$ cat src/rtl/rv32i_types.sv
// Shared types for the branch-predictor update path.
// Holds the update-controller state encoding, the queued update record and the PHT counter rule.
package rv32i_types;

    typedef enum logic [1:0] {
        INIT  = 2'd0,
        IDLE  = 2'd1,
        READ  = 2'd2,
        WRITE = 2'd3
    } bp_state_t;

    typedef struct packed {
        logic [31:0] pc;
        logic [31:0] target;
        logic        taken;
    } bp_upd_t;

    localparam logic [1:0] PHT_INIT = 2'b01;

    // Two-bit saturating counter step toward the resolved direction.
    function automatic logic [1:0] pht_next(input logic [1:0] cur, input logic taken);
        logic [1:0] nxt;
        nxt = cur;
        if (taken && cur != 2'b11) begin
            nxt = cur + 2'b01;
        end else if (!taken && cur != 2'b00) begin
            nxt = cur - 2'b01;
        end
        return nxt;
    endfunction

endpackage

$ cat src/rtl/bp_upd_fifo.sv
// Update queue: circular buffer with synchronous clear, head visible combinationally.
// Latency: an entry pushed at an edge is at the head after that edge.
// Backpressure: full is raised at DEPTH entries; pushes while full and pops while empty are ignored.
module bp_upd_fifo #(
    parameter int W     = 65,
    parameter int DEPTH = 4
) (
    input  logic         clk,
    input  logic         rst,
    input  logic         clr,
    input  logic         push,
    input  logic [W-1:0] push_dat,
    input  logic         pop,
    output logic [W-1:0] pop_dat,
    output logic         full,
    output logic         empty,
    output logic         one_left
);

    localparam int AW = $clog2(DEPTH);

    logic [W-1:0]  mem [DEPTH];
    logic [AW-1:0] wr_ptr;
    logic [AW-1:0] rd_ptr;
    logic [AW:0]   count;
    logic          do_push;
    logic          do_pop;

    assign do_push  = push && !full;
    assign do_pop   = pop && !empty;
    assign full     = (count == (AW+1)'(DEPTH));
    assign empty    = (count == '0);
    assign one_left = (count == (AW+1)'(1));
    assign pop_dat  = mem[rd_ptr];

    always_ff @(posedge clk) begin
        if (do_push) begin
            mem[wr_ptr] <= push_dat;
        end
    end

    // Pointers wrap naturally because DEPTH is a power of two.
    always_ff @(posedge clk or negedge rst) begin
        if (!rst) begin
            wr_ptr <= '0;
            rd_ptr <= '0;
            count  <= '0;
        end else if (clr) begin
            wr_ptr <= '0;
            rd_ptr <= '0;
            count  <= '0;
        end else begin
            if (do_push) wr_ptr <= wr_ptr + 1'b1;
            if (do_pop)  rd_ptr <= rd_ptr + 1'b1;
            case ({do_push, do_pop})
                2'b10:   count <= count + 1'b1;
                2'b01:   count <= count - 1'b1;
                default: count <= count;
            endcase
        end
    end

endmodule

$ cat src/rtl/bp_update_ctrl.sv
// Branch-predictor update controller: queues resolved branches, read-modify-writes PHT/BTB, owns the BHR.
// Latency: one update per READ+WRITE pair (2 cycles); table sweep takes 2^S_IDX cycles.
// Backpressure: upd_ready drops when the queue is full or on the cycle a flush is taken.
module bp_update_ctrl
    import rv32i_types::*;
#(
    parameter int S_IDX   = 2,
    parameter int Q_DEPTH = 4
) (
    input  logic             clk,
    input  logic             rst,
    input  logic             upd_valid,
    output logic             upd_ready,
    input  logic [31:0]      upd_pc,
    input  logic [31:0]      upd_target,
    input  logic             upd_taken,
    input  logic             flush_req,
    output logic             busy,
    output logic [S_IDX-1:0] bhr,
    output logic [S_IDX-1:0] tbl_rindex,
    input  logic [1:0]       tbl_rdata_pht,
    input  logic [31:0]      tbl_rdata_btb,
    output logic             tbl_we,
    output logic [S_IDX-1:0] tbl_windex,
    output logic [1:0]       tbl_wdata_pht,
    output logic [31:0]      tbl_wdata_btb
);

    localparam logic [S_IDX-1:0] SWEEP_LAST = '1;

    bp_state_t        state;
    bp_state_t        state_nxt;
    logic [S_IDX-1:0] sweep;
    logic [S_IDX-1:0] cap_idx;
    logic [1:0]       cap_pht;
    logic [31:0]      cap_btb;
    logic             flush_pend;
    logic             flush_any;
    logic             flush_take;
    logic             q_push;
    logic             q_pop;
    logic             q_full;
    logic             q_empty;
    logic             q_one_left;
    logic             q_more;
    bp_upd_t          in_rec;
    bp_upd_t          head;
    logic             unused_pc_bits;

    assign in_rec = '{pc: upd_pc, target: upd_target, taken: upd_taken};

    bp_upd_fifo #(
        .W     ($bits(bp_upd_t)),
        .DEPTH (Q_DEPTH)
    ) u_fifo (
        .clk      (clk),
        .rst      (rst),
        .clr      (flush_take),
        .push     (q_push),
        .push_dat (in_rec),
        .pop      (q_pop),
        .pop_dat  (head),
        .full     (q_full),
        .empty    (q_empty),
        .one_left (q_one_left)
    );

    assign unused_pc_bits = ^head.pc[31:S_IDX];

    assign flush_any  = flush_req || flush_pend;
    assign upd_ready  = rst && !q_full && !flush_take;
    assign q_push     = upd_valid && upd_ready;
    assign q_more     = !q_one_left || q_push;
    assign busy       = (state != IDLE) || !q_empty;
    assign tbl_rindex = head.pc[S_IDX-1:0] ^ bhr;

    // A flush while already sweeping restarts the sweep instead of waiting.
    always_comb begin
        flush_take = 1'b0;
        state_nxt  = state;
        case (state)
            INIT: begin
                flush_take = flush_req;
                if (flush_req)                 state_nxt = INIT;
                else if (sweep == SWEEP_LAST)  state_nxt = IDLE;
            end
            IDLE: begin
                flush_take = flush_any;
                if (flush_any)     state_nxt = INIT;
                else if (!q_empty) state_nxt = READ;
            end
            READ: begin
                state_nxt = WRITE;
            end
            WRITE: begin
                flush_take = flush_any;
                if (flush_any)   state_nxt = INIT;
                else if (q_more) state_nxt = READ;
                else             state_nxt = IDLE;
            end
            default: state_nxt = INIT;
        endcase
    end

    always_ff @(posedge clk or negedge rst) begin
        if (!rst) begin
            state <= INIT;
        end else begin
            state <= state_nxt;
        end
    end

    always_comb begin
        tbl_we        = 1'b0;
        tbl_windex    = cap_idx;
        tbl_wdata_pht = pht_next(cap_pht, head.taken);
        tbl_wdata_btb = head.taken ? head.target : cap_btb;
        q_pop         = 1'b0;
        case (state)
            INIT: begin
                tbl_we        = rst;
                tbl_windex    = sweep;
                tbl_wdata_pht = PHT_INIT;
                tbl_wdata_btb = '0;
            end
            WRITE: begin
                tbl_we = rst;
                q_pop  = 1'b1;
            end
            default: ;
        endcase
    end

    always_ff @(posedge clk or negedge rst) begin
        if (!rst) begin
            sweep      <= '0;
            bhr        <= '0;
            flush_pend <= 1'b0;
            cap_idx    <= '0;
            cap_pht    <= '0;
            cap_btb    <= '0;
        end else begin
            if (flush_take) begin
                sweep <= '0;
            end else if (state == INIT) begin
                sweep <= sweep + 1'b1;
            end

            if (flush_take) begin
                bhr <= '0;
            end else if (state == WRITE) begin
                bhr <= {bhr[S_IDX-2:0], head.taken};
            end

            if (flush_take) begin
                flush_pend <= 1'b0;
            end else if (flush_req && state != IDLE) begin
                flush_pend <= 1'b1;
            end

            if (state == READ) begin
                cap_idx <= tbl_rindex;
                cap_pht <= tbl_rdata_pht;
                cap_btb <= tbl_rdata_btb;
            end
        end
    end

endmodule
$ cat config.mk
export PLATFORM = sky130hd
export DESIGN_NAME = bp_update_ctrl
export DESIGN_NICKNAME = d
export VERILOG_FILES = /design/src/rtl/rv32i_types.sv /design/src/rtl/bp_upd_fifo.sv /design/src/rtl/bp_update_ctrl.sv
export SDC_FILE = /design/constraint.sdc
export NUM_CORES = 1
export LEC_CHECK = 0
export ABC_CLOCK_PERIOD_IN_PS = 4300
export BUFFER_PORTS_ARGS = -buffer_cell sky130_fd_sc_hd__buf_2
export CORE_MARGIN = 8
export CORE_UTILIZATION = 25
export CTS_BUF_LIST = sky130_fd_sc_hd__clkbuf_8
export DETAILED_ROUTE_END_ITERATION = 12
export PLACE_DENSITY_LB_ADDON = 0.2
export SKIP_CTS_REPAIR_TIMING = 1
export SLEW_MARGIN = 5
export SYNTH_ARGS = -nofsm -noshare
export SYNTH_HDL_FRONTEND = slang
export SYNTH_SLANG_ARGS = --single-unit
$ cat constraint.sdc
create_clock -name clk -period 4.3 [get_ports clk]
set_input_delay 0.43 -clock clk [delete_from_list [all_inputs] [get_ports clk]]
set_output_delay 0.43 -clock clk [all_outputs]
set_load 0.02 [all_outputs]
==> impl_metrics.ini <==
[cells_and_area]
largest_register_ffs = 140
fin_util_pct = 30.01
layout-drive-gt1-share_pct = 37.82
final_cell_area_um2 = 9493
num_antenna_cells = 0
area_delta_synth_final_pct = 18.12
largest_registers = u_fifo.mem x140, cap_btb x32, u_fifo.count x3
top_register = u_fifo.mem
fin_nets = 739

[sta]
layout_worst_path_cycle_share_pct = 76.10
hold_violations = 0
min_period_ns = 3.272
slew_headroom_pct = 38.90
rsz0062_at_grt = no
fmax_ghz = 0.3056
clock_skew_ns = 0.01148
setup-tns-final_ns = 0
setup_viol = 0
tightest_slew_ns = 0.9165
drv_slew = 0

[placed_design]
placed_area_um2 = 9060
io_buffers = 115
globalplace.congestion = 0.6852
place_hpwl_um = 12720

[drt]
drt-pass1-iter-count = 4
dr_total_vias = 4561
route.detailed.drc = 0
first_iter_violations = 213
post_drt_wl_per_cell_um = 19.02
vias_per_cell = 4.411
wl_um = 19670
ant_nets = 0

[floorplanning]
fp-row-count = 65
die-area_um2 = 38140
coreArea_um2 = 31640
die_x_um = 195.3
die_height_um = 195.3
io-pin-count = 146
initial_core_util_pct = 25.40

[global_routing]
antenna_found_initial = 2
grt_overflow = 0
first_global_vias = 5192
grtUsageTotal_pct = 10.63
grt_max_degree = 53
grt_pass1_wl_um = 30810

[pwr]
p_leak_nw = 3.505
peakVddDrop_uv = 334.4
power_density_nw_per_um2 = 618.8
finalPower_mw = 5.874

[setup_path]
crit_family = multiplexers
cp-start-kind = register
path_cells = mux4_2, mux2i_1, xnor2_1, nand2b_1, buf_2
required_ns = 3.87
crit_buf_inv = 1
cp_slowest_cell = mux4_2
arrival_ns = 2.84
regToRegSetupSlack_ns = 1.23
path_class = register to output pin
slowest_delay_ns = 1.04
timing.critical_path.fanout_max = 36
cp-end-kind = output pin

[clocking]
cts_tree = built
cts_max_level = 4
clkSlewWorstSetupHoldPaths_ns = 0.10
clk_latency_ns = 0.47
cts_max_path_buffers = 2
cts.sinks = 190
root_buffer = clkbuf_8
cts_buffers = 17

[logic_synthesis]
synth_area_leaders = edfxtp_1 52%, dfrtp_1 16%, mux4_2 9.5%, mux2_2 5.2%, nand2_1 3.3%
yosys_most_used_dff = edfxtp_1
synth_cells = 502
syn_nets = 622
yosysSeqAreaShare_pct = 67.88
synth_edf_count = 140
synthDistinctLibCells = 43
synthArstFlopShare_pct = 26.32
ys_warn_count = 0
synth.avg_cell_area_um2 = 16.01
synth_top_area_share_pct = 52.31
synthTopCellsByCount = 140 x edfxtp_1, 70 x nand2_1, 50 x dfrtp_1
yosysTopAreaCell = edfxtp_1
synth_most_common_cell = edfxtp_1
syn_area_um2 = 8036
ys_ff_latch = 190

[job]
cap_violations = 0

[hold_path]
hold_class = primary input to register

[status]
status = complete, no violations
==> per-layer routing <==
layer,track usage [%],vias up,routed length (um)
met2,18.19,85,9995
met4,3.144,4,279
met5,0,-,22
met1,13.14,2324,8757
li1,-,2125,-
met3,2.613,23,613
==> cell families (layout without fill, tap and decap cells) <==
family,after synthesis,after routing,synth area share (%)
buf+inv,42,172,2.506
mux,76,76,15.54
fa+ha+maj,17,17,2.647
xor+xnor,8,8,1.043
simple gates,105,105,5.558
compound gates,64,64,4.827
flops,190,190,67.88
==> worst min-delay path: cells and delay by family <==
| family | cells | cell delay (ns) |
|---|---|---|
| compound gates | 1 | 0.06 |
| buf+inv | 1 | 0.07 |
| simple gates | 1 | 0.04 |
==> metrics by stage <==
stage          hold slack (ns)  setup slack, ns  std cells
3_5_place_dp            0.4929            1.198       1002
6_report                0.1668            1.028       1034
4_1_cts                 0.1160           0.8809       1034
5_1_grt                 0.1159           0.7908       1034
2_1_floorplan           0.1344            1.570        502
3_3_place_gp            0.4861            1.326       1002
==> layout by cell type, fill, tap and decap left out, types with 3 or more instances in the layout <==
cell	synthesis	final
edfxtp_1	140	140
buf_2	8	115
nand2_1	70	70
dfrtp_1	50	48
mux2_2	37	37
a21oi_1	37	37
mux4_2	34	34
clkbuf_8	0	17
inv_1	15	15
nor2_1	15	15
ha_1	17	15
buf_4	3	10
o21ai_0	6	6
inv_6	0	6
xnor2_1	5	5
mux2i_1	4	4
nand2b_1	4	4
and3_2	0	4
a211oi_1	4	4
nor3_1	3	3
nor2b_1	3	3
bufinv_16	0	3
clkinv_4	0	3
==> final timing paths <==
kind,startpoint,to,cells after the start
min,tbl_rdata_pht[0],cap_pht[0],3
min reg2reg,cap_idx[1],cap_idx[1],1
max,u_fifo.rd_ptr[0],tbl_wdata_pht[0],5
min in group asynchronous,rst,cap_btb[25],2
max in group asynchronous,rst,u_fifo.rd_ptr[0],2
max reg2reg,state[1],u_fifo.mem[2][8],6
==> cell type report <==
cell class,instances,area [um2]
well taps,402,503.0
flip-flops and latches,190,5460
fillers,3125,22140
multi-input cells,270,2390
clock inverters,15,198.9
repair buffers,125,650.6
clock buffers,17,234.0
inverters,15,56.30
==> power by group <==
group          internal [mW]  switching (mW)  total, mW
Sequential              2.32           0.196       2.52
Clock                  0.597           0.685       1.28
Combinational          0.831            1.24       2.07
Total                   3.75            2.12       5.87
No activity file was read; power rests on OpenSTA's default activity.
